### src/rtl/pipe_rx_data.sv
// Packs 8/16/32-bit PIPE RX chunks into 32-bit descrambler words (optional PIPE_RX_DROP_CNT_EN drop counter).
// Strobe 1 pclk after the final chunk; no backpressure, partial words dropped on RxValid loss or generation change.
module pipe_rx_data #(
  parameter int pipe_width_gen1 = 8,
  parameter int pipe_width_gen2 = 8,
  parameter int pipe_width_gen3 = 16,
  parameter int pipe_width_gen4 = 32,
  parameter int pipe_width_gen5 = 32
) (
  input  logic        pclk,
  input  logic        reset,
  input  logic [2:0]  generation,
  input  logic [31:0] RxData,
  input  logic [3:0]  RxDataK,
  input  logic        RxDataValid,
  input  logic        RxValid,
  output logic [31:0] descramblerDataIn,
  output logic [3:0]  descramblerDataK,
  output logic        descramblerDataValid
`ifdef PIPE_RX_DROP_CNT_EN
  ,
  output logic [7:0]  rxDropCount
`endif
);

  logic [2:0]  gen_q;
  logic [1:0]  cnt;
  logic [31:0] asm_dat;
  logic [3:0]  asm_k;
  logic [2:0]  wbytes;
  logic [1:0]  last_cnt;
  logic        gen_ok;
  logic        discard;
  logic        last;
  logic [31:0] word_nxt;
  logic [3:0]  k_nxt;
  int          base;

  // Bytes per chunk for the live generation; zero marks an invalid generation.
  always_comb begin
    wbytes = 3'd0;
    case (generation)
      3'd1:    wbytes = 3'(pipe_width_gen1 / 8);
      3'd2:    wbytes = 3'(pipe_width_gen2 / 8);
      3'd3:    wbytes = 3'(pipe_width_gen3 / 8);
      3'd4:    wbytes = 3'(pipe_width_gen4 / 8);
      3'd5:    wbytes = 3'(pipe_width_gen5 / 8);
      default: wbytes = 3'd0;
    endcase
  end

  always_comb begin
    last_cnt = 2'd0;
    case (wbytes)
      3'd1:    last_cnt = 2'd3;
      3'd2:    last_cnt = 2'd1;
      default: last_cnt = 2'd0;
    endcase
  end

  assign gen_ok  = (wbytes != 3'd0);
  assign discard = (generation != gen_q) || !RxValid;
  assign last    = (cnt == last_cnt);

  // Merge the incoming chunk into the partial word at byte offset cnt*wbytes.
  always_comb begin
    word_nxt = asm_dat;
    k_nxt    = asm_k;
    base     = int'(cnt) * int'(wbytes);
    for (int b = 0; b < 4; b++) begin
      if (b >= base && b < base + int'(wbytes)) begin
        word_nxt[b*8 +: 8] = RxData[(b-base)*8 +: 8];
        k_nxt[b]           = RxDataK[b-base];
      end
    end
  end

  always_ff @(posedge pclk) begin
    if (reset) begin
      gen_q                <= 3'd0;
      cnt                  <= 2'd0;
      asm_dat              <= 32'd0;
      asm_k                <= 4'd0;
      descramblerDataIn    <= 32'd0;
      descramblerDataK     <= 4'd0;
      descramblerDataValid <= 1'b0;
    end else begin
      gen_q                <= generation;
      descramblerDataValid <= 1'b0;
      if (discard || !gen_ok) begin
        cnt     <= 2'd0;
        asm_dat <= 32'd0;
        asm_k   <= 4'd0;
      end else if (RxDataValid) begin
        if (last) begin
          descramblerDataIn    <= word_nxt;
          descramblerDataK     <= k_nxt;
          descramblerDataValid <= 1'b1;
          cnt                  <= 2'd0;
          asm_dat              <= 32'd0;
          asm_k                <= 4'd0;
        end else begin
          asm_dat <= word_nxt;
          asm_k   <= k_nxt;
          cnt     <= cnt + 2'd1;
        end
      end
    end
  end

`ifdef PIPE_RX_DROP_CNT_EN
  always_ff @(posedge pclk) begin
    if (reset) begin
      rxDropCount <= 8'd0;
    end else if (discard && cnt != 2'd0 && rxDropCount != 8'hFF) begin
      rxDropCount <= rxDropCount + 8'd1;
    end
  end
`endif

endmodule

### config.mk
export PLATFORM = sky130hd
export DESIGN_NAME = pipe_rx_data
export DESIGN_NICKNAME = d
export VERILOG_FILES = /design/src/rtl/pipe_rx_data.sv
export SDC_FILE = /design/constraint.sdc
export NUM_CORES = 1
export LEC_CHECK = 0
export BUFFER_PORTS_ARGS = -buffer_cell sky130_fd_sc_hd__buf_2
export CAP_MARGIN = 5
export CORE_ASPECT_RATIO = 1.25
export CORE_MARGIN = 2
export CORE_UTILIZATION = 30
export CTS_CLUSTER_SIZE = 8
export DETAILED_ROUTE_END_ITERATION = 8
export PLACE_DENSITY_LB_ADDON = 0.3
export SYNTH_ARGS = -nofsm -noshare
export SYNTH_HDL_FRONTEND = slang
export SYNTH_SLANG_ARGS = --single-unit
### constraint.sdc
create_clock -name pclk -period 6.1 [get_ports pclk]
set_clock_uncertainty 0.2 [all_clocks]
set_input_delay 0.61 -clock pclk [delete_from_list [all_inputs] [get_ports pclk]]
set_output_delay 0.61 -clock pclk [all_outputs]
set_load 0.005 [all_outputs]
* Word level (Yosys, flattened, before mapping) *
Index checks and enable logic that the tools add are counted.

word-level totals
  register bits after elaboration = 78
  bits of input ports = 43

operators by class
  add/sub/neg operators = 6
  mux-type cells = 26
  $mul = 1
  equal/unequal tests = 9
  $lt $le $gt $ge = 12
  reductions and logical operators = 14
  shift operators = 4
  bitwise gates (word level) = 2

operators by type and width
  cell                 count
  $shiftx 32x9->8      4
  $lt 1x32->1 const A  1
  $lt 2x32->1 const A  1
  $lt 3x32->1 const A  1
  $mux 32              1
  $mux 8               4
  $lt 6x4->1 const B   4
  $mux 1               13
  $sub 1x5->6 const A  2
  $sub 2x5->6 const A  2
  $ge 1x5->1 const A   2
  $ge 2x5->1 const A   2
  $eq 3x2->1 const B   3
  $pmux 3 s3           1
  $bmux 1 s2           4
  $add 5x3->6          1
  $eq 3x1->1 const B   2
  $eq 3x3->1 const B   2
  $lt 2x6->1 const A   1
  $reduce_or 2->1      3
  $mul 2x3->5          1
  $logic_and 1x1->1    4
  $mux 4               1
  $pmux 2 s2           1
  other kinds (10)     13

* Logic depth before layout (Yosys ltp) *
Gate-level depths: netlist of the first run.

  depth after elaboration = 10
  depth in mapped cells = 18
  gate-level depth less buffers = 13

* Worst setup path after synthesis of the first run *
No wires, ideal clock.

  path kind = input to register
  from = input port generation[0]
  to = register descramblerDataIn[14]
  stages = 16
  data arrival time = 4.122 ns
  setup slack = 1.646 ns
  data required time = 5.768 ns
  cell sequence = buf_4 -> xnor2_4 -> nor3_1 -> ha_1 -> clkbuf_1 -> inv_2 -> clkbuf_1 -> fa_1 -> xnor2_1 -> xnor2_1 -> or4b_4 -> o21ba_2 -> clkbuf_1 -> buf_2 -> o221ai_1 -> a21oi_1

on the way
  cells in the longest elaborated chain, start to end = 8

RTL lines
  what                                                     line    source
  from (decl)                                              12      input logic [2:0] generation,
  $eq 3x3->1, or another cell as far along                 42      case (generation)
  $reduce_or 2->1 (no line)                                n/a
  $pmux 3 s3                                               42
  $mul 2x3->5 / $reduce_bool 3->1 (equally long branches)  69, 61
  $add 5x3->6 / $logic_not 1->1 (equally long branches)    71, 90
  $lt 2x32->1 / $logic_or 1x1->1 (equally long branches)   71, 90
  $logic_and 1x1->1 / $not 1->1 (equally long branches)    n/a
  $mux 8 / $reduce_and 3->1 (equally long branches)        n/a
  to (signal assigned)                                     96      descramblerDataIn <= word_nxt;
  to (decl)                                                17      output logic [31:0] descramblerDataIn,

Several ways; a longest one is shown, not always the timed one.
A chain may end at the register's enable or synchronous reset.

* Worst setup path after layout of the first run *
  from = input port generation[1]
  to = register descramblerDataK[1]

on the way
  cells in the longest elaborated chain, start to end = 9

RTL lines
  what                                                                 line  source
  parallel branches: the longest is 9 deep, another holds $lt 2x32->1  n/a
  to (signal assigned)                                                 97    descramblerDataK <= k_nxt;
  to (decl)                                                            18    output logic [3:0] descramblerDataK,

Several ways; the timed one is not identified. The select of a mux whose other input is x is not followed.

==> results of run 1 <==
==> routing by layer <==
metal | global-route usage (%) | up-vias | share of wire [%]
li1 | - | 2238 | -
met1 | 20.8 | 2185 | 41
met2 | 29.1 | 163 | 49
met3 | 3.57 | 34 | 6.3
met4 | 8.98 | 0 | 4.1
met5 | 0 | - | 0
==> per-stage QoR <==
step / utilization [%] / cells / cell area, um^2 / setup slack [ps] / hold slack [ps]
5_1_grt: 35.2 / 831 / 5660 / 848 / 281
2_1_floorplan: - / 568 / 4900 / 1650 / 236
3_5_place_dp: 33.4 / 815 / 5370 / 934 / 248
6_report: 35.2 / 831 / 5660 / 1200 / 261
4_1_cts: 35.2 / 831 / 5660 / 1270 / 259
3_3_place_gp: 33.4 / 815 / 5370 / 1060 / 250
==> logic make-up (layout without fill, tap and decap cells) <==
group / after synthesis / in the layout / synth area share, %
and+or+nand+nor: 211 / 211 / 21.0
AOI/OAI and AO/OA: 142 / 142 / 20.6
DFF: 78 / 78 / 31.9
buffers and inverters: 63 / 110 / 5.72
muxes: 57 / 57 / 16.2
adders and majority gates: 9 / 9 / 2.60
xor gates and xnor gates: 8 / 8 / 1.97
==> flip-flops by register name, indices dropped and copies added (netlist names) <==
register,flops
asm_k,4
descramblerDataValid,1
descramblerDataK,4
descramblerDataIn,32
gen_q,3
asm_dat,32
cnt,2
==> cell usage after synthesis (3+ instances only) <==
library cell   n  area, um^2
a211oi_1      11        82.6
and2_1         3        18.8
nand3_1       63         315
xnor2_1        4        35.0
mux4_2        17         383
nor4_1         6        37.5
a21boi_0      11        82.6
and3_1         3        18.8
a22oi_1       10        75.1
a21oi_1       24         120
and3b_1        3        26.3
buf_1          3        11.3
dfxtp_1       78        1560
clkbuf_1      35         131
o221ai_1       8        70.1
inv_1          7        26.3
buf_6          3        33.8
buf_2         11        55.1
o22ai_1        9        56.3
nand2_1       60         225
nor2_1        37         139
a31oi_1       25         156
nand2b_1       5        31.3
nor3_1         5        25.0
o21ai_0        6        30.0
nand4_1        9        56.3
or4_1          3        22.5
ha_1           7        87.6
nor2b_1        7        43.8
a311oi_1       9        78.8
o311ai_0       8        70.1
mux2i_1       39         390
o211ai_1      10        75.1
==> worst max-delay path by stage <==
| stage | start | end | slack, ps | cells past startpoint |
|---|---|---|---|---|
| floorplan | generation[0] | descramblerDataIn[14] | 1650 | 16 |
| global placement | generation[1] | descramblerDataK[1] | 1060 | 14 |
| detailed placement | generation[1] | descramblerDataK[1] | 930 | 12 |
| CTS | generation[1] | descramblerDataK[1] | 1270 | 12 |
| global route | generation[1] | descramblerDataK[1] | 850 | 14 |
| finish | generation[1] | descramblerDataK[1] | 1200 | 12 |
==> layout make-up <==
cell class / instances / area (um^2)
clock buffer: 9 / 225
clock inverter: 7 / 65.1
timing repair buffer: 85 / 440
inverter: 9 / 33.8
fill: 1663 / 10400
multi-input combinational: 427 / 3060
tap: 216 / 270
sequential: 78 / 1560
==> where the power goes <==
| part | switching, mW | internal [mW] |
|---|---|---|
| Combinational | 0.0920 | 0.0490 |
| Sequential | 0.00234 | 0.513 |
| Clock | 0.248 | 0.286 |
| Total | 0.342 | 0.848 |
==> tightest hold or removal path: stages (launching register included) <==
cell	delay, ps
dfxtp_1	310
nand2_1	50
a21oi_1	50
==> flow_summary.yaml, run 1 <==
timing:
  tightest_slew_ps: 1230
  min_period_ps: 4900
  tns_ps: 0
  post-route-period-util_pct: 80.4
  rsz0062_at_grt: "no"
  report.final.slew_viol_count: 0
  finalHoldViolations: 0
  max_freq_mhz: 204
  setup_viol: 0
  slew_headroom_pct: 17.7
drt:
  first_iter_violations: 304
  vias: 4620
  ant_nets: 0
  drt-total-wl_um: 15100
  dr.pass1.iters: 5
  vias_per_cell: 5.56
  wl_per_cell_um: 18.2
  drc: 0
critical_path:
  cp.required_ps: 6150
  reg2reg_depth: 12
  cp_common_cell: "xnor2_1"
  cp-start-kind: "input port"
  cpPeakStageDelay_ps: 940
  r2r-start: "cnt[0]"
  critPathMaxFanout: 20
  critPathTopFamily: "simple AND/OR/NAND/NOR gates"
  reg2reg_slack_ps: 1240
  crit_path_cell_trace: "buf_2, xnor2_4, nor3_1, ha_1, inv_2, fa_1, xnor2_1, xnor2_1, or4b_4, nor2_1, o21ai_0, a311oi_1"
  end_kind: "flip-flop"
  crit_type: "in2reg"
  arrival_ps: 4950
  critPathBufInv: 2
  regToRegEndpoint: "descramblerDataK[1]"
  slowest_stage: "nor2_1"
logic_synthesis:
  synth_nets: 620
  syn_inst: 568
  ys_seq_elements: 78
  synthFlopType: "dfxtp_1"
  ys_seq_area_share_pct: 31.9
  netlist_area_mm2: 0.00490
  synth_edf_count: 0
  synth_async_sr_flop_share_pct: 0
  yosys_warnings: 0
  syn_area_per_cell_um2: 8.63
  ys_types: 59
worst_hold_path:
  whs_path_depth: 2
  hp-start: "descramblerDataIn[8]"
  hold_class: "reg2reg"
  hold-path-endpoint: "descramblerDataIn[8]"
clock_network:
  cts-root-buf: "clkbuf_16"
  cts_setup_buffers: 0
  clkSinkCount: 78
  insertion_delay_ps: 340
  htreeDepth: 3
  clk_pin_slew_ps: 70
  ctsHoldBuffers: 0
  cts_buffers: 9
  tritoncts: "built"
  cts_max_path_buffers: 2
  cts_resized: 0
placement:
  routabilityCongestion: 0.952
  hpwlAfterDp_um: 11100
  portBuffers: 79
die:
  initial_core_util_pct: 30.5
  ios: 80
  fp.dieH_um: 147
  die_w_um: 118
  fp.coreArea_mm2: 0.0161
  rows: 52
  die-area_mm2: 0.0174
global_routing:
  grt_use_total_pct: 17.3
  grt_max_degree: 64
  grt_pass1_vias: 4490
  overflow: 0
  antenna_found_initial: 0
  grt_pass1_wl_um: 24000
power_and_ir_drop:
  total_power_mw: 1.19
  ir_drop_uv: 121
  p_leak_nw: 2.12
  cellPowerDensity_mw_per_mm2: 210
flow_run:
  cap_violations: 0
layout:
  antenna-diode-count: 0
  mostFrequentLayoutCell: "buf_2"
  drive_gt1_share_pct: 21.0
  areaGrowthSynthToFinish_pct: 15.4
  final_cell_mix: "buf_2, dfxtp_1, nand3_1"
  final_net_count: 662
run_status:
  outcome: "finished clean"
Note: power is estimated with default switching activity, not from simulation.
==> inputs of run 2 (changes only) <==
- ABC_AREA: not set -> 1
- clock period: 6.1 -> 4.36 ns (I/O delays scaled with it)
==> run 2 against run 1 <==
Hold slack worse by 74 ps. Critical path depth up 5. Die area up 3.6%. Cell count up 33%. Register-to-register slack worse by 470 ps. Core utilization about the same. Synthesized cell count up 44%. Routed wire length down 3.3%. First-iteration DRC count up 34%. Clock power up 31%. Via count up 11%. Power up 37%. Critical endpoint is now descramblerDataIn[7].
==> flow_summary.yaml, run 2 <==
run_status:
  outcome: "finished clean"
layout:
  layout.cells.non_filler: 1104
  final_cell_mix: "nand2_1, inv_1, nand3_1"
  drive_gt1_share_pct: 16.4
  antenna-diode-count: 0
  top_regs: "asm_dat (32), descramblerDataIn (32)"
  final_util_pct: 35.2
  areaGrowthSynthToFinish_pct: 15.9
  mostFrequentLayoutCell: "nand2_1"
  final_net_count: 933
  num-fill-cells: 1888
die:
  initial_core_util_pct: 30.4
  ios: 80
  fp.dieH_um: 150
  die-area_mm2: 0.0180
  rows: 53
  die_w_um: 120
  fp.coreArea_mm2: 0.0167
power_and_ir_drop:
  combPwrFrac_pct: 13.0
  seqPwrFrac_pct: 44.1
  swShare_pct: 26.0
  ir_drop_uv: 152
  p_leak_nw: 2.96
  power_frac_clock_pct: 42.9
  total_power_mw: 1.64
  cellPowerDensity_mw_per_mm2: 278
  internal-power_mw: 1.21
  switching_power_mw: 0.425
critical_path:
  end_kind: "flip-flop"
  arrival_ps: 3630
  critPathMaxFanout: 10
  cp.required_ps: 4400
  cp-start-kind: "flip-flop"
  reg2reg_slack_ps: 770
  crit_type: "reg2reg"
clock_network:
  clk_pin_slew_ps: 60
  tritoncts: "built"
  insertion_delay_ps: 340
  cts_buffers: 9
  htreeDepth: 3
  clkSinkCount: 78
  cts_resized: 0
  ctsHoldBuffers: 0
  cts_max_path_buffers: 2
  cts-root-buf: "clkbuf_16"
  cts_setup_buffers: 0
logic_synthesis:
  yosysMostFrequentCell: "nand2_1"
  yosys.area.top_type_share_pct: 30.7
  ys_types: 41
  synth_largest_area_cell: "dfxtp_1"
  syn_area_per_cell_um2: 6.20
  synth_async_sr_flop_share_pct: 0
  netlist_area_mm2: 0.00508
  synthFlopType: "dfxtp_1"
  yosys_warnings: 0
  synth_nets: 872
  ys_seq_elements: 78
  ys_top_cells_by_area: "dfxtp_1, nand2_1, nand3_1"
  synth_edf_count: 0
  syn_inst: 820
  ys_seq_area_share_pct: 30.7
  synth_common_cells: "nand2_1, inv_1, nand3_1"
drt:
  vias: 5134
  vias_per_cell: 4.65
  wl_per_cell_um: 13.3
  wl_met2_um: 6870
  dr.pass1.iters: 5
  drc: 0
  ant_nets: 0
  routed.top_layer: "met4"
  drt-total-wl_um: 14700
  wl_met3_um: 722
  first_iter_violations: 407
  wirelength_met1_um: 6660
timing:
  finalHoldViolations: 0
  tns_ps: 0
  post-route-period-util_pct: 82.4
  max_freq_mhz: 278
  min_period_ps: 3590
  rsz0062_at_grt: "no"
  setup_viol: 0
  tightest_slew_ps: 667
  layout_setup_ws_ps: 767
  slew_headroom_pct: 55.5
  report.final.slew_viol_count: 0
placement:
  dp_slack_ps: 525
  portBuffers: 79
  routabilityCongestion: 0.873
  dp.cells: 1090
  hpwlAfterDp_um: 11100
global_routing:
  grt_max_degree: 56
  overflow: 0
  grt_pass1_wl_um: 23300
  grt_use_total_pct: 16.4
  antenna_found_initial: 0
  grt_pass1_vias: 4485
flow_run:
  cap_violations: 0
worst_hold_path:
  hold_class: "in2reg"
run 2: changes by cell type in the layout (fill, tap and decap cells not counted), moves of 10 or more:
cell      change
a31oi_1      -25
mux2i_1      -39
nor2_1       +37
mux4_2       -17
a21boi_0     -11
o21ai_1      +18
a21oi_1      +14
inv_1        +86
a211oi_1     -10
o21ai_0      +45
nand3_1      +18
nand2_1     +205
nand2_2      +11
a22oi_1      -10
run 2: metal layers:
| metal | GRT usage [%] | up-vias |
|---|---|---|
| li1 | - | 2698 |
| met1 | 22.0 | 2282 |
| met2 | 26.0 | 133 |
| met3 | 2.97 | 21 |
| met4 | 6.57 | 0 |
| met5 | 0 | - |
run 2: logic make-up after synthesis:
kind of cell,Yosys count,share of synthesized area [%]
AOI/OAI and AO/OA,126,13.8
xor gates and xnor gates,6,1.03
adders and majority gates,9,2.51
buffers and inverters,137,11.3
DFF,78,30.7
and+or+nand+nor,464,40.7
run 2: layout make-up:
class,instances,area [um^2],share of cell area (%)
clock buffers,13,270,4.59
repair buffers,86,448,7.61
multi-input cells,605,2950,50.0
flip-flops and latches,78,1560,26.5
inverters,101,382,6.48
well taps,220,275,4.67
clock inverters,1,5.00,0.0850
run 2: final timing paths:
check	cells past startpoint	endpoint	start
setup / recovery	17	descramblerDataIn[7]	cnt[0]
setup reg to reg	17	descramblerDataIn[7]	cnt[0]
hold reg to reg	2	asm_dat[9]	asm_dat[9]
hold / removal	3	gen_q[0]	generation[0]
run 2: power by group through the flow:
stage / logic [mW] / clock network (mW) / registers, mW
2_1_floorplan: 0.140 / 0 / 0.737
3_3_place_gp: 0.213 / 0 / 0.737
3_5_place_dp: 0.214 / 0 / 0.738
4_1_cts: 0.215 / 0.724 / 0.722
5_1_grt: 0.239 / 0.752 / 0.722
6_report: 0.213 / 0.702 / 0.722
run 2: per-stage QoR:
step | hold slack (ps) | cell area, um^2
after floorplan | 245 | 5080
final | 187 | 5890
after CTS | 184 | 5890
after detailed placement | 256 | 5610
after global routing | 204 | 5890
after global placement | 253 | 5610
run 2: critical path: stages, from the launching register on:
cell and delay (ps):
dfxtp_1 470, inv_1 230, nor2_1 150, ha_1 170
inv_1 50, fa_1 640, inv_1 130, ha_1 300
inv_1 70, nor2_2 50, a21oi_4 270, nand4_4 220
nand2_4 170, nand2_1 90, nand2_1 90, nand2_1 60
nand2_1 80, inv_1 30
